File: config.mk
export PLATFORM = sky130hd
export DESIGN_NAME = dbg_mem_responder_flat
export DESIGN_NICKNAME = d
export VERILOG_FILES = /design/src/rtl/dbg_mem_responder_pkg.sv /design/src/rtl/dbg_mem_responder_if.sv /design/src/rtl/dbg_mem_responder_timeout_ctr.sv /design/src/rtl/dbg_mem_responder.sv /design/src/flat_wrapper.sv
export SDC_FILE = /design/constraint.sdc
export NUM_CORES = 1
export LEC_CHECK = 0
export BUFFER_PORTS_ARGS = -buffer_cell sky130_fd_sc_hd__buf_2
export CAP_MARGIN = 20
export CORE_MARGIN = 5
export CORE_UTILIZATION = 45
export DETAILED_ROUTE_END_ITERATION = 16
export PLACE_DENSITY = 0.76
export SYNTH_ARGS = -nofsm -noshare
export SYNTH_HDL_FRONTEND = slang
export SYNTH_HIERARCHICAL = 1
export SYNTH_SLANG_ARGS = --single-unit
File: constraint.sdc
create_clock -name clk -period 2.6 [get_ports clk]
set_input_delay 0.13 -clock clk [delete_from_list [all_inputs] [get_ports clk]]
set_output_delay 0.13 -clock clk [all_outputs]
set_load 0.05 [all_outputs]
File: src/rtl/dbg_mem_responder_pkg.sv
// Shared types and sizes for the debug memory-read responder.
package debug_pkg;
  localparam int DBG_A_WIDTH  = 10;
  localparam int DBG_D_WIDTH  = 12;
  localparam int DBG_WAIT_MAX = 15;

  typedef enum logic [1:0] {IDLE, ISSUE, WAIT, RESP} dbg_state_e;

  typedef struct packed {
    logic                   refused;
    logic [DBG_D_WIDTH-1:0] dmem_out;
  } debug_packet_s;
endpackage

File: src/rtl/dbg_mem_responder_if.sv
// Debug request, core arbitration and data-memory port signals of the responder.
interface dbg_mem_responder_if
  import debug_pkg::*;
#(
  parameter int A_WIDTH = DBG_A_WIDTH,
  parameter int D_WIDTH = DBG_D_WIDTH
);
  logic               tb_mem_read_i;
  logic [A_WIDTH-1:0] tb_addr_i;
  logic               core_mem_req_i;
  logic               core_halted_i;
  logic               mem_ready_i;
  logic [D_WIDTH-1:0] mem_data_i;
  logic               mem_sel_o;
  logic               mem_req_o;
  logic [A_WIDTH-1:0] mem_addr_o;
  logic               dbg_busy_o;
  logic [D_WIDTH-1:0] dmem_out_o;
  logic               dbg_valid_o;
  logic               refused_o;

  modport slave (
    input  tb_mem_read_i, tb_addr_i, core_mem_req_i, core_halted_i, mem_ready_i, mem_data_i,
    output mem_sel_o, mem_req_o, mem_addr_o, dbg_busy_o, dmem_out_o, dbg_valid_o, refused_o
  );

  modport master (
    output tb_mem_read_i, tb_addr_i, core_mem_req_i, core_halted_i, mem_ready_i, mem_data_i,
    input  mem_sel_o, mem_req_o, mem_addr_o, dbg_busy_o, dmem_out_o, dbg_valid_o, refused_o
  );
endinterface

File: src/rtl/dbg_mem_responder_timeout_ctr.sv
// Cycle counter for the WAIT state; expired is high once WAIT_MAX cycles have gone by.
module dbg_timeout_ctr #(
  parameter int WAIT_MAX = 15
) (
  input  logic clk,
  input  logic rst_n,
  input  logic clr,
  input  logic en,
  output logic expired
);
  localparam int CW = $clog2(WAIT_MAX + 1);

  logic [CW-1:0] cnt_q;

  assign expired = (cnt_q == CW'(WAIT_MAX));

  // Holds at WAIT_MAX so a late enable can never wrap back to zero.
  always_ff @(posedge clk or negedge rst_n) begin
    if (!rst_n)                cnt_q <= '0;
    else if (clr)              cnt_q <= '0;
    else if (en && !expired)   cnt_q <= cnt_q + 1'b1;
  end
endmodule

File: src/rtl/dbg_mem_responder.sv
// Debug memory-read responder: arbitrates the data-memory port against the core.
// Optional refusal counter output refuse_cnt_o under macro DBG_REFUSE_CNT_EN.
//
// state | meaning
// IDLE  | core owns the port; debug request sampled here
// ISSUE | debug owns the port, read strobe to memory
// WAIT  | debug owns the port, waiting for mem_ready_i or timeout
// RESP  | port released, dbg_valid_o pulse
module dbg_mem_responder
  import debug_pkg::*;
#(
  parameter int A_WIDTH  = DBG_A_WIDTH,
  parameter int D_WIDTH  = DBG_D_WIDTH,
  parameter int WAIT_MAX = DBG_WAIT_MAX
) (
  input  logic                 clk,
  input  logic                 reset_i,
  dbg_mem_responder_if.slave   bus
`ifdef DBG_REFUSE_CNT_EN
  ,
  output logic [15:0]          refuse_cnt_o
`endif
);
  dbg_state_e         state_q, state_d;
  logic [A_WIDTH-1:0] addr_q;
  logic [D_WIDTH-1:0] dout_q;
  logic               refused_q, refused_d;
  logic               latch, capture, expired, ctr_clr, ctr_en;
  logic               sel, req, busy, valid;
  debug_packet_s      pkt;

  dbg_timeout_ctr #(.WAIT_MAX(WAIT_MAX)) u_timeout (
    .clk     (clk),
    .rst_n   (reset_i),
    .clr     (ctr_clr),
    .en      (ctr_en),
    .expired (expired)
  );

  always_ff @(posedge clk or negedge reset_i) begin
    if (!reset_i) begin
      state_q   <= IDLE;
      addr_q    <= '0;
      dout_q    <= '0;
      refused_q <= 1'b0;
    end else begin
      state_q   <= state_d;
      refused_q <= refused_d;
      if (latch)   addr_q <= bus.tb_addr_i;
      if (capture) dout_q <= bus.mem_data_i;
    end
  end

  always_comb begin
    state_d   = state_q;
    refused_d = 1'b0;
    latch     = 1'b0;
    capture   = 1'b0;
    ctr_clr   = 1'b0;
    ctr_en    = 1'b0;
    sel       = 1'b0;
    req       = 1'b0;
    busy      = 1'b0;
    valid     = 1'b0;
    case (state_q)
      IDLE: begin
        // A running core keeps the port; a halted core yields it.
        if (bus.tb_mem_read_i) begin
          if (bus.core_mem_req_i && !bus.core_halted_i) begin
            refused_d = 1'b1;
          end else begin
            latch   = 1'b1;
            state_d = ISSUE;
          end
        end
      end
      ISSUE: begin
        sel     = 1'b1;
        req     = 1'b1;
        busy    = 1'b1;
        ctr_clr = 1'b1;
        state_d = WAIT;
      end
      WAIT: begin
        sel  = 1'b1;
        busy = 1'b1;
        if (bus.mem_ready_i) begin
          capture = 1'b1;
          state_d = RESP;
        end else if (expired) begin
          refused_d = 1'b1;
          state_d   = IDLE;
        end else begin
          ctr_en = 1'b1;
        end
      end
      RESP: begin
        valid   = 1'b1;
        state_d = IDLE;
      end
      default: state_d = IDLE;
    endcase
  end

  assign pkt.refused  = refused_q;
  assign pkt.dmem_out = dout_q;

  assign bus.mem_sel_o   = sel;
  assign bus.mem_req_o   = req;
  assign bus.mem_addr_o  = addr_q;
  assign bus.dbg_busy_o  = busy;
  assign bus.dbg_valid_o = valid;
  assign bus.refused_o   = pkt.refused;
  assign bus.dmem_out_o  = pkt.dmem_out;

`ifdef DBG_REFUSE_CNT_EN
  logic [15:0] refuse_cnt_q;

  always_ff @(posedge clk or negedge reset_i) begin
    if (!reset_i)                                  refuse_cnt_q <= '0;
    else if (refused_d && refuse_cnt_q != 16'hFFFF) refuse_cnt_q <= refuse_cnt_q + 16'd1;
  end

  assign refuse_cnt_o = refuse_cnt_q;
`endif
endmodule

File: src/flat_wrapper.sv
// flat-port wrapper written by rule: the top's interface ports become plain ports
module dbg_mem_responder_flat import debug_pkg::*;
#(
  parameter int A_WIDTH  = DBG_A_WIDTH,
  parameter int D_WIDTH  = DBG_D_WIDTH,
  parameter int WAIT_MAX = DBG_WAIT_MAX
)
  (clk, reset_i, bus_tb_mem_read_i, bus_tb_addr_i, bus_core_mem_req_i, bus_core_halted_i, bus_mem_ready_i, bus_mem_data_i, bus_mem_sel_o, bus_mem_req_o, bus_mem_addr_o, bus_dbg_busy_o, bus_dmem_out_o, bus_dbg_valid_o, bus_refused_o);
  dbg_mem_responder_if #(.A_WIDTH(A_WIDTH), .D_WIDTH(D_WIDTH)) bus_i ();
  input  logic clk;
  input  logic reset_i;
  input wire logic [$bits(bus_i.tb_mem_read_i)-1:0] bus_tb_mem_read_i;
  input wire logic [$bits(bus_i.tb_addr_i)-1:0] bus_tb_addr_i;
  input wire logic [$bits(bus_i.core_mem_req_i)-1:0] bus_core_mem_req_i;
  input wire logic [$bits(bus_i.core_halted_i)-1:0] bus_core_halted_i;
  input wire logic [$bits(bus_i.mem_ready_i)-1:0] bus_mem_ready_i;
  input wire logic [$bits(bus_i.mem_data_i)-1:0] bus_mem_data_i;
  output wire logic [$bits(bus_i.mem_sel_o)-1:0] bus_mem_sel_o;
  output wire logic [$bits(bus_i.mem_req_o)-1:0] bus_mem_req_o;
  output wire logic [$bits(bus_i.mem_addr_o)-1:0] bus_mem_addr_o;
  output wire logic [$bits(bus_i.dbg_busy_o)-1:0] bus_dbg_busy_o;
  output wire logic [$bits(bus_i.dmem_out_o)-1:0] bus_dmem_out_o;
  output wire logic [$bits(bus_i.dbg_valid_o)-1:0] bus_dbg_valid_o;
  output wire logic [$bits(bus_i.refused_o)-1:0] bus_refused_o;
  assign bus_i.tb_mem_read_i = bus_tb_mem_read_i;
  assign bus_i.tb_addr_i = bus_tb_addr_i;
  assign bus_i.core_mem_req_i = bus_core_mem_req_i;
  assign bus_i.core_halted_i = bus_core_halted_i;
  assign bus_i.mem_ready_i = bus_mem_ready_i;
  assign bus_i.mem_data_i = bus_mem_data_i;
  assign bus_mem_sel_o = bus_i.mem_sel_o;
  assign bus_mem_req_o = bus_i.mem_req_o;
  assign bus_mem_addr_o = bus_i.mem_addr_o;
  assign bus_dbg_busy_o = bus_i.dbg_busy_o;
  assign bus_dmem_out_o = bus_i.dmem_out_o;
  assign bus_dbg_valid_o = bus_i.dbg_valid_o;
  assign bus_refused_o = bus_i.refused_o;
  dbg_mem_responder #(.A_WIDTH(A_WIDTH), .D_WIDTH(D_WIDTH), .WAIT_MAX(WAIT_MAX)) u_core (.clk(clk), .reset_i(reset_i), .bus(bus_i));
endmodule
==> results of run 1 <==
## flip-flops by register name (all words and copies together), names as in the netlist
signal,flops
u_core/state_q,2
u_core/bus.dmem_out_o,12
u_core/u_timeout/cnt_q,4
u_core/bus.mem_addr_o,10
u_core/bus.refused_o,1
## final cells by class
cell class | instances | area share (%)
Clock buffer | 7 | 3.21
Tap cell | 31 | 2.26
Inverter | 3 | 0.656
Multi-Input combinational cell | 58 | 33.5
Clock inverter | 1 | 1.75
Sequential cell | 29 | 42.3
Timing Repair Buffer | 55 | 16.3
## metal layers
layer / global-route usage (%) / routed length [microns]
met5: 0 / 0
met4: 4.75 / 23
met3: 5.53 / 222
met2: 22.6 / 1280
met1: 14.6 / 1110
## synthesized netlist by cell type (all sizes together)
| cell | n | area (sq um) |
|---|---|---|
| nor2 | 1 | 3.75 |
| and3 | 2 | 17.5 |
| buf | 3 | 23.8 |
| a21oi | 3 | 15.0 |
| nand4 | 2 | 12.5 |
| nand3 | 1 | 5.00 |
| nand2 | 2 | 7.51 |
| nor3 | 1 | 5.00 |
| o21ai | 2 | 10.0 |
| o211ai | 1 | 7.51 |
| or2 | 1 | 6.26 |
| nand3b | 2 | 15.0 |
| nand2b | 4 | 25.0 |
| inv | 3 | 11.3 |
| mux2 | 23 | 300 |
| or3b | 1 | 8.76 |
| nor2b | 2 | 20.0 |
| mux2i | 2 | 20.0 |
| o2bb2ai | 1 | 8.76 |
| and4b | 1 | 11.3 |
| ha | 6 | 75.1 |
| dfrtp | 29 | 726 |
## per-stage QoR
step | setup WS [ns] | util, %
after floorplan | 0.781 | -
after global routing | 0.570 | 61.2
after global placement | 0.736 | 57.8
after detailed placement | 0.669 | 57.8
after CTS | 0.658 | 61.2
final | 0.648 | 61.2
## kinds of logic after synthesis
| logic type | share of synthesized area, % |
|---|---|
| multiplexers | 24.0 |
| AND/OR/NAND/NOR | 10.3 |
| AO/OA/AOI/OAI | 3.09 |
| buffers and inverters | 2.62 |
| adder cells (fa/ha/maj) | 5.62 |
| flip-flops | 54.4 |
## worst paths after layout
kind	from	endpoint	slack [ns]	cells past startpoint
max	u_core/u_timeout/cnt_q[0]$_DFFE_PN0P_	u_core/u_timeout/cnt_q[0]$_DFFE_PN0P_	0.65	6
min	bus_mem_data_i[8]	u_core/bus.dmem_out_o[8]$_DFFE_PN0P_	0.04	2
max reg2reg	u_core/u_timeout/cnt_q[0]$_DFFE_PN0P_	u_core/u_timeout/cnt_q[0]$_DFFE_PN0P_	0.65	6
min reg2reg	u_core/bus.dmem_out_o[7]$_DFFE_PN0P_	u_core/bus.dmem_out_o[7]$_DFFE_PN0P_	0.50	1
max in group asynchronous	reset_i	u_core/bus.dmem_out_o[10]$_DFFE_PN0P_	1.82	2
min in group asynchronous	reset_i	u_core/bus.dmem_out_o[11]$_DFFE_PN0P_	0.37	2
## repair_timing
item	in CTS	in global routing
hold buffers	1	0
endpoints found under the hold margin	29	0
setup buffers	0	0
==> summary.txt, run 1 <==
Floorplan
  • Overall die area: 4160 sq um
  • Die boundary width: 64.5 microns
  • Initial core utilization: 47.6%
  • Number of cell rows: 19
  • Core ar.: 2810 sq um
  • Die Height: 64.5 microns
  • I/O pin count: 55

Yosys
  • Cells after Synth: 93
  • Synth Net Count: 127
  • Sequential-to-total area share from yosys stat: 54.4%
  • Synthesized area per cell: 14.4 sq um
  • Post-synthesis instance area: 1340 sq um
  • Register bit total from synthesis: 29
  • Yosys cell types: 27
  • Yosys synthesis warning count: 6

Drt
  • Post-detailed-routing wire length: 2.64 mm
  • Average via count per standard cell: 4.94
  • Number of detailed-route iterations in the first pass: 2
  • Initial DRC Count: 12
  • DRC: 0
  • Count of nets left with antenna violations after detail routing: 0
  • Average wire per cell in the routed design: 14.3 microns
  • Count of vias placed by the detailed router: 909

Critical path
  • Family of cells with the greatest summed delay on the critical path: simple AND/OR/NAND/NOR gates
  • Arrival time of data at the critical path endpoint: 2.15 ns
  • Crit-path cells: ha_1, and3_4, or3b_1, inv_1, nor2b_4, mux2_4
  • Biggest cell delay along the critical path: 0.42 ns
  • Required arrival time at the worst endpoint: 2.80 ns
  • Critical path launch point type: flip-flop
  • Crit path capture type: flip-flop
  • Setup Crit Path Kind: flip-flop to flip-flop
  • CP Max Fanout: 4
  • Cell with the largest stage delay on the worst path: sky130_fd_sc_hd__dfrtp_1
  • Crit path buf inv count: 1

Clock tree
  • Number of buffers on the longest clock path: 2
  • Clock root cell: sky130_fd_sc_hd__clkbuf_4
  • Clock-pin slew on the worst setup and hold paths: 0.09 ns
  • Number of sinks driven by the clock tree: 29
  • H-tree Lvls: 2
  • TritonCTS clock tree: built
  • Clock latency on the worst-skew pair: 0.31 ns
  • TritonCTS Buffers: 5
  • Number of cells upsized or downsized after cts: 0

Timing
  • Max-slew violation total from the final report: 0
  • Portion of the clock cycle consumed by the worst path in the final layout: 75.1%
  • Final hold violation count: 0
  • Relative slew slack: 57.9%
  • Setup total negative slack: 0 ns
  • Smallest hold slack: 0.0446 ns
  • Unrepaired setup endpoints after global routing: false
  • Final critical delay including setup and external delays: 1.95 ns
  • Worst-Margin Slew: 0.632 ns
  • Peak clock frequency supported by timing: 512 MHz
  • Clock tree skew after final layout: 0.00228 ns
  • Final setup violating endpoints: 0

Finish
  • Fin cells: 184
  • Most common cell after layout, fill and taps aside: sky130_fd_sc_hd__buf_2
  • Final standard cell area without fillers: 1720 sq um
  • Diodes inserted: 0
  • Post-synthesis to final-layout area growth: 28.5%
  • Final Net Count: 186
  • Share of post-route cells with drive strength above 1: 56.9%
  • Area occupied by multi-input gates: 574 sq um
  • Top library cells by usage in the layout, fill and taps aside: sky130_fd_sc_hd__buf_2 (54), sky130_fd_sc_hd__dfrtp_1 (29), sky130_fd_sc_hd__mux2_2 (12), sky130_fd_sc_hd__mux2_4 (11), sky130_fd_sc_hd__ha_1 (6)
  • Fill cell count: 242
  • Register cell area after layout: 726 sq um

GRT
  • Total Routing Usage GR: 13.1%
  • Largest net degree at the start of global routing: 30
  • Residual overflow from global routing: 0
  • First-pass GRT wire length: 4.22 mm
  • Antenna violations before repair: 0
  • Via count of the first global-routing pass: 957

Outcome
  • Outcome: finished clean

Run
  • Maxcap violations: 0

Placed design
  • Cell Area, Placed: 1620 sq um
  • Count of placed standard cells including taps: 175
  • GPL Wtd Cong: 0.733
  • Number of I/O port buffers: 54
  • DP HPWL: 2.09 mm

Hold path
  • Class of the tightest hold or removal check: primary input to flip-flop
Power of run 1 is not shown: default switching activity piles up to over one toggle a cycle in this logic, so the estimate is an artifact.
==> run 2, diff against run 1 <==
- clock period: 2.6 -> 1.91 ns (I/O delays scaled with it)
==> summary.txt, run 2 (synthesis gave the netlist of run 1 again) <==
Finish
  • Final Net Count: 213 (was 186)
  • Share of post-route cells with drive strength above 1: 52.2% (was 56.9%)
  • Diodes inserted: 0 (unchanged)
  • Final cell utilization of the core: 70.4% (was 61.2%)
  • Post-synthesis to final-layout area growth: 48.0% (was 28.5%)
  • Most common cell after layout, fill and taps aside: sky130_fd_sc_hd__buf_2 (unchanged)
  • Top library cells by usage in the layout, fill and taps aside: sky130_fd_sc_hd__buf_2 (54), sky130_fd_sc_hd__dfrtp_1 (29), sky130_fd_sc_hd__dlygate4sd3_1 (23), sky130_fd_sc_hd__mux2_2 (12), sky130_fd_sc_hd__mux2_4 (11) (was sky130_fd_sc_hd__buf_2 (54), sky130_fd_sc_hd__dfrtp_1 (29), sky130_fd_sc_hd__mux2_2 (12), sky130_fd_sc_hd__mux2_4 (11), sky130_fd_sc_hd__ha_1 (6))
  • Fill cell count: 210 (was 242)
  • Max FFs per register: 12 (unchanged)

Drt
  • Number of detailed-route iterations in the first pass: 4 (was 2)
  • Average wire per cell in the routed design: 15.0 microns (was 14.3 microns)
  • Post-detailed-routing wire length: 3.16 mm (was 2.64 mm)
  • Average via count per standard cell: 5.02 (was 4.94)
  • Initial DRC Count: 35 (was 12)
  • DRC: 0 (unchanged)
  • Count of vias placed by the detailed router: 1060 (was 909)
  • Count of nets left with antenna violations after detail routing: 0 (unchanged)

Critical path
  • Family of cells with the greatest summed delay on the critical path: simple AND/OR/NAND/NOR gates (unchanged)
  • Arrival time of data at the critical path endpoint: 2.05 ns (was 2.15 ns)
  • Worst reg-to-reg setup slack: 0.06 ns (was 0.65 ns)
  • Crit-path cells: ha_1, and3_4, or3b_4, inv_2, nor2b_4, mux2_4 (was ha_1, and3_4, or3b_1, inv_1, nor2b_4, mux2_4)
  • Crit path buf inv count: 1 (unchanged)
  • Crit path capture type: flip-flop (unchanged)
  • Cell with the largest stage delay on the worst path: sky130_fd_sc_hd__dfrtp_1 (unchanged)
  • Depth of the worst register-to-register path: 6 (unchanged)
  • Required arrival time at the worst endpoint: 2.11 ns (was 2.80 ns)
  • Setup Crit Path Kind: flip-flop to flip-flop (unchanged)
  • Biggest cell delay along the critical path: 0.40 ns (was 0.42 ns)
  • Worst R2R End: u_core/u_timeout/cnt_q[0]$_DFFE_PN0P_ (unchanged)
  • Reg-to-Reg Start: u_core/u_timeout/cnt_q[0]$_DFFE_PN0P_ (unchanged)
  • Critical path launch point type: flip-flop (unchanged)
  • CP Max Fanout: 4 (unchanged)

Timing
  • Final critical delay including setup and external delays: 1.85 ns (was 1.95 ns)
  • Relative slew slack: 58.7% (was 57.9%)
  • Final setup violating endpoints: 0 (unchanged)
  • Peak clock frequency supported by timing: 541 MHz (was 512 MHz)
  • Smallest hold slack: 0.0704 ns (was 0.0446 ns)
  • Fin worst setup slack: 0.0633 ns (was 0.648 ns)
  • Portion of the clock cycle consumed by the worst path in the final layout: 96.7% (was 75.1%)
  • Clock tree skew after final layout: 0.00592 ns (was 0.00228 ns)
  • Setup total negative slack: 0 ns (unchanged)
  • Worst-Margin Slew: 0.619 ns (was 0.632 ns)
  • Unrepaired setup endpoints after global routing: false (unchanged)
  • Max-slew violation total from the final report: 0 (unchanged)
  • Final hold violation count: 0 (unchanged)

GRT
  • First-pass GRT wire length: 4.93 mm (was 4.22 mm)
  • Largest net degree at the start of global routing: 30 (unchanged)
  • Via count of the first global-routing pass: 1131 (was 957)
  • Antenna violations before repair: 0 (unchanged)
  • Total Routing Usage GR: 15.3% (was 13.1%)
  • Residual overflow from global routing: 0 (unchanged)

Clock tree
  • Clock root cell: sky130_fd_sc_hd__clkbuf_4 (unchanged)
  • Number of sinks driven by the clock tree: 29 (unchanged)
  • TritonCTS Buffers: 5 (unchanged)
  • Clock latency on the worst-skew pair: 0.32 ns (was 0.31 ns)
  • TritonCTS clock tree: built (unchanged)
  • H-tree Lvls: 2 (unchanged)
  • Number of buffers on the longest clock path: 2 (unchanged)
  • Clock-pin slew on the worst setup and hold paths: 0.09 ns (about the same)

Hold path
  • Endpoint, Worst Hold: u_core/bus.refused_o$_DFF_PN0_ (was u_core/bus.dmem_out_o[8]$_DFFE_PN0P_)
  • Class of the tightest hold or removal check: primary input to flip-flop (unchanged)
  • Worst hold path startpoint: bus_core_mem_req_i (was bus_mem_data_i[8])
  • Cell count of the worst hold path: 3 (was 2)

Outcome
  • Outcome: finished clean (unchanged)

Placed design
  • GPL Wtd Cong: 0.721 (was 0.733)
  • Dpl ws: 0.00974 ns (was 0.669 ns)
  • DP HPWL: 2.17 mm (was 2.09 mm)
  • Number of I/O port buffers: 54 (unchanged)

Floorplan
  • Number of cell rows: 19 (unchanged)
  • Core ar.: 2810 sq um (unchanged)
  • I/O pin count: 55 (unchanged)
  • Initial core utilization: 47.6% (unchanged)
  • Die boundary width: 64.5 microns (unchanged)
  • Overall die area: 4160 sq um (unchanged)
  • Die Height: 64.5 microns (unchanged)

Power
  • Lkg Pwr: 1.00 nW
  • Power density relative to cell area: 1920 nW/um^2
  • Max VDD drop: 1.35 mV
  • PnR Total Power: 0.00379 W

Run
  • Maxcap violations: 0 (unchanged)
==> run 2: cell count changes in the layout (fill, tap and decap cells not counted), sizes merged <==
cell,delta
buf,+5
dlygate4sd3,+22
==> run 2: worst max path at each step <==
stage	from	to	slack [ns]	cells after the start
finish	u_core/u_timeout/cnt_q[0]$_DFFE_PN0P_	u_core/u_timeout/cnt_q[0]$_DFFE_PN0P_	0.06	6
global route	u_core/u_timeout/cnt_q[0]$_DFFE_PN0P_	u_core/u_timeout/cnt_q[0]$_DFFE_PN0P_	0.03	6
CTS	u_core/u_timeout/cnt_q[0]$_DFFE_PN0P_	u_core/u_timeout/cnt_q[0]$_DFFE_PN0P_	0.01	6
detailed placement	u_core/u_timeout/cnt_q[0]$_DFFE_PN0P_	u_core/u_timeout/cnt_q[0]$_DFFE_PN0P_	0.01	6
global placement	u_core/u_timeout/cnt_q[0]$_DFFE_PN0P_	u_core/u_timeout/cnt_q[0]$_DFFE_PN0P_	0.07	6
floorplan	u_core/u_timeout/cnt_q[0]$_DFFE_PN0P_	u_core/u_timeout/cnt_q[0]$_DFFE_PN0P_	0.09	6
==> run 2: layout make-up <==
| class | instances | area (sq um) | share of cell area (%) |
|---|---|---|---|
| Clock buffer | 7 | 55.1 | 2.79 |
| Clock inverter | 1 | 30.0 | 1.52 |
| Inverter | 3 | 11.3 | 0.570 |
| Multi-Input combinational cell | 58 | 577 | 29.2 |
| Sequential cell | 29 | 726 | 36.7 |
| Tap cell | 31 | 38.8 | 1.96 |
| Timing Repair Buffer | 82 | 538 | 27.2 |
==> run 2: power by group <==
group | switching, W | internal, W
sequential | 0.000154 | 0.000890
combinational | 0.00153 | 0.000706
clock | 0.000200 | 0.000312
==> run 2: layer usage <==
| layer | global-route usage [%] | vias up | wire [microns] |
|---|---|---|---|
| li1 | - | 501 | - |
| met1 | 16.2 | 514 | 1280 |
| met2 | 27.8 | 40 | 1650 |
| met3 | 5.35 | 5 | 200 |
| met4 | 5.54 | 0 | 31 |
| met5 | 0 | - | 0 |
==> run 2: metrics by stage <==
step	instances	instance area (sq um)
after floorplan	93	1340
after global routing	211	1980
after detailed placement	179	1650
final	211	1980
after global placement	179	1650
after CTS	207	1930
==> run 2: timing repair <==
item / 4_1_cts / 5_1_grt
setup endpoints to repair: 1 / 1
gates resized for setup: 0 / 2
buffers inserted: 1 / 0
pin swaps: 0 / 0
hold buffers: 19 / 4
endpoints found under the hold margin: 47 / 4
==> run 2: worst min-delay path, cell delays in order <==
cell	delay, ns
sky130_fd_sc_hd__buf_2	0.10
sky130_fd_sc_hd__nand2b_1	0.07
sky130_fd_sc_hd__o21ai_0	0.08
No activity file was read; power rests on OpenSTA's default activity.
==> run 3, diff against run 2 <==
- PLACE_DENSITY: 0.76 -> 0.75
==> summary.txt, run 3 (synthesis gave the netlist of run 1 again) <==
Outcome
  • Outcome: finished clean (unchanged)

Clock tree
  • Clock-pin slew on the worst setup and hold paths: 0.09 ns (about the same)
  • TritonCTS Buffers: 5 (unchanged)
  • H-tree Lvls: 2 (unchanged)
  • TritonCTS clock tree: built (unchanged)
  • Number of sinks driven by the clock tree: 29 (unchanged)
  • Clock root cell: sky130_fd_sc_hd__clkbuf_4 (unchanged)
  • Clock latency on the worst-skew pair: 0.33 ns (was 0.32 ns)
  • Number of buffers on the longest clock path: 2 (unchanged)

GRT
  • Residual overflow from global routing: 0 (unchanged)
  • Largest net degree at the start of global routing: 30 (unchanged)
  • Total Routing Usage GR: 17.2% (was 15.3%)
  • Via count of the first global-routing pass: 1131 (unchanged)
  • Antenna violations before repair: 0 (unchanged)
  • First-pass GRT wire length: 5.46 mm (was 4.93 mm)

Drt
  • Initial DRC Count: 52 (was 35)
  • Average wire per cell in the routed design: 15.6 microns (was 15.0 microns)
  • Number of detailed-route iterations in the first pass: 4 (unchanged)
  • Post-detailed-routing wire length: 3.28 mm (was 3.16 mm)
  • Average via count per standard cell: 4.94 (was 5.02)
  • DRC: 0 (unchanged)
  • Count of nets left with antenna violations after detail routing: 0 (unchanged)
  • Count of vias placed by the detailed router: 1043 (was 1060)

Timing
  • Portion of the clock cycle consumed by the worst path in the final layout: 97.1% (was 96.7%)
  • Final critical delay including setup and external delays: 1.85 ns (about the same)
  • Relative slew slack: 57.8% (was 58.7%)
  • Final hold violation count: 0 (unchanged)
  • Clock tree skew after final layout: 0.00724 ns (was 0.00592 ns)
  • Final setup violating endpoints: 0 (unchanged)
  • Peak clock frequency supported by timing: 539 MHz (was 541 MHz)
  • Fin worst setup slack: 0.0557 ns (was 0.0633 ns)
  • Worst-Margin Slew: 0.633 ns (was 0.619 ns)
  • Setup total negative slack: 0 ns (unchanged)
  • Unrepaired setup endpoints after global routing: false (unchanged)
  • Max-slew violation total from the final report: 0 (unchanged)
  • Smallest hold slack: 0.0157 ns (was 0.0704 ns)

Finish
  • Final standard cell area without fillers: 1990 sq um (was 1980 sq um)
  • Fin cells: 211 (unchanged)
  • Most common cell after layout, fill and taps aside: sky130_fd_sc_hd__buf_2 (unchanged)
  • Final Net Count: 213 (unchanged)
  • Area occupied by multi-input gates: 574 sq um (was 577 sq um)
  • Fill cell count: 194 (was 210)
  • Max FFs per register: 12 (unchanged)
  • Diodes inserted: 0 (unchanged)
  • Share of post-route cells with drive strength above 1: 53.3% (was 52.2%)
  • Post-synthesis to final-layout area growth: 48.7% (was 48.0%)
  • Top library cells by usage in the layout, fill and taps aside: sky130_fd_sc_hd__buf_2 (54), sky130_fd_sc_hd__dfrtp_1 (29), sky130_fd_sc_hd__dlygate4sd3_1 (21), sky130_fd_sc_hd__mux2_2 (12), sky130_fd_sc_hd__mux2_4 (11) (was sky130_fd_sc_hd__buf_2 (54), sky130_fd_sc_hd__dfrtp_1 (29), sky130_fd_sc_hd__dlygate4sd3_1 (23), sky130_fd_sc_hd__mux2_2 (12), sky130_fd_sc_hd__mux2_4 (11))
  • Register cell area after layout: 726 sq um (unchanged)

Placed design
  • GPL Wtd Cong: 0.714 (was 0.721)
  • Count of placed standard cells including taps: 180 (was 179)
  • DP HPWL: 2.21 mm (was 2.17 mm)
  • Dpl ws: 0.0186 ns (was 0.00974 ns)
  • Number of I/O port buffers: 54 (unchanged)
  • Cell Area, Placed: 1660 sq um (was 1650 sq um)

Hold path
  • Class of the tightest hold or removal check: primary input to flip-flop (unchanged)
  • Worst hold path startpoint: bus_mem_data_i[9] (was bus_core_mem_req_i)

Floorplan
  • Initial core utilization: 47.6% (unchanged)
  • Overall die area: 4160 sq um (unchanged)
  • Number of cell rows: 19 (unchanged)
  • Die boundary width: 64.5 microns (unchanged)
  • Core ar.: 2810 sq um (unchanged)
  • I/O pin count: 55 (unchanged)
  • Die Height: 64.5 microns (unchanged)

Critical path
  • Family of cells with the greatest summed delay on the critical path: simple AND/OR/NAND/NOR gates (unchanged)
  • Cell with the largest stage delay on the worst path: sky130_fd_sc_hd__dfrtp_1 (unchanged)
  • Critical path launch point type: flip-flop (unchanged)
  • Biggest cell delay along the critical path: 0.41 ns (was 0.40 ns)
  • Crit-path cells: ha_1, and3_4, or3b_1, inv_2, nor2b_4, mux2_4 (was ha_1, and3_4, or3b_4, inv_2, nor2b_4, mux2_4)
  • Crit path capture type: flip-flop (unchanged)
  • CP Max Fanout: 4 (unchanged)
  • Reg-to-Reg Start: u_core/u_timeout/cnt_q[0]$_DFFE_PN0P_ (unchanged)
  • Worst reg-to-reg setup slack: 0.06 ns (about the same)
  • Worst setup path startpoint: u_core/u_timeout/cnt_q[0]$_DFFE_PN0P_ (unchanged)
  • Crit path buf inv count: 1 (unchanged)
  • Setup Crit Path Kind: flip-flop to flip-flop (unchanged)
  • Arrival time of data at the critical path endpoint: 2.07 ns (was 2.05 ns)
  • Required arrival time at the worst endpoint: 2.13 ns (was 2.11 ns)

Power
  • Max VDD drop: 1.41 mV (was 1.35 mV)
  • Power density relative to cell area: 1960 nW/um^2 (was 1920 nW/um^2)
  • Lkg Pwr: 1.01 nW (was 1.00 nW)

Run
  • Maxcap violations: 0 (unchanged)
-- run 3: changes by cell type in the layout (fill, tap and decap cells not counted) --
cell,delta
sky130_fd_sc_hd__clkbuf_1,-1
sky130_fd_sc_hd__or3b_4,-1
sky130_fd_sc_hd__clkinv_2,+1
sky130_fd_sc_hd__or3b_1,+1
sky130_fd_sc_hd__clkbuf_8,-1
sky130_fd_sc_hd__bufinv_16,+1
sky130_fd_sc_hd__buf_4,+2
sky130_fd_sc_hd__dlygate4sd3_1,-2
-- run 3: area by class of cell --
cell class	instances	area share, %
clock inverter	3	3.28
inverter	3	0.567
timing repair buffer	82	26.8
multi-input combinational	58	28.9
tap	31	1.95
sequential	29	36.5
clock buffer	5	1.89
-- run 3: per-stage QoR --
step | power, W | utilization, %
after global placement | 0.00317 | 59.1
after global routing | 0.00409 | 70.8
final | 0.00389 | 70.8
after CTS | 0.00389 | 70.2
after detailed placement | 0.00322 | 59.1
after floorplan | 0.00277 | -
-- run 3: repair_timing --
action	4_1_cts	5_1_grt
buffers inserted	0	2
endpoints found under the setup margin	1	2
hold endpoints to repair	49	0
resized for setup	1	0
pin swaps	0	1
hold buffers	21	0
-- run 3: worst paths after layout --
kind / cells past startpoint / endpoint
setup / recovery: 6 / u_core/u_timeout/cnt_q[0]$_DFFE_PN0P_
min in group asynchronous: 2 / u_core/bus.mem_addr_o[7]$_DFFE_PN0P_
setup reg to reg: 6 / u_core/u_timeout/cnt_q[0]$_DFFE_PN0P_
max in group asynchronous: 2 / u_core/bus.dmem_out_o[6]$_DFFE_PN0P_
hold / removal: 2 / u_core/bus.dmem_out_o[9]$_DFFE_PN0P_
hold reg to reg: 1 / u_core/bus.dmem_out_o[4]$_DFFE_PN0P_
-- run 3: per-layer routing --
metal	track usage, %	part of all wire, %	vias to the layer above
li1	-	-	495
met5	0	0	-
met2	30.9	53	36
met1	19.3	39	506
met4	5.80	1.7	0
met3	5.53	6.3	6
-- run 3: power breakdown --
group	internal (W)	leakage (nW)	total [W]	switching, W
sequential	0.000890	0.355	0.00105	0.000155
combinational	0.000710	0.603	0.00223	0.00152
clock	0.000405	0.0552	0.000619	0.000214
total	0.00200	1.01	0.00389	0.00189
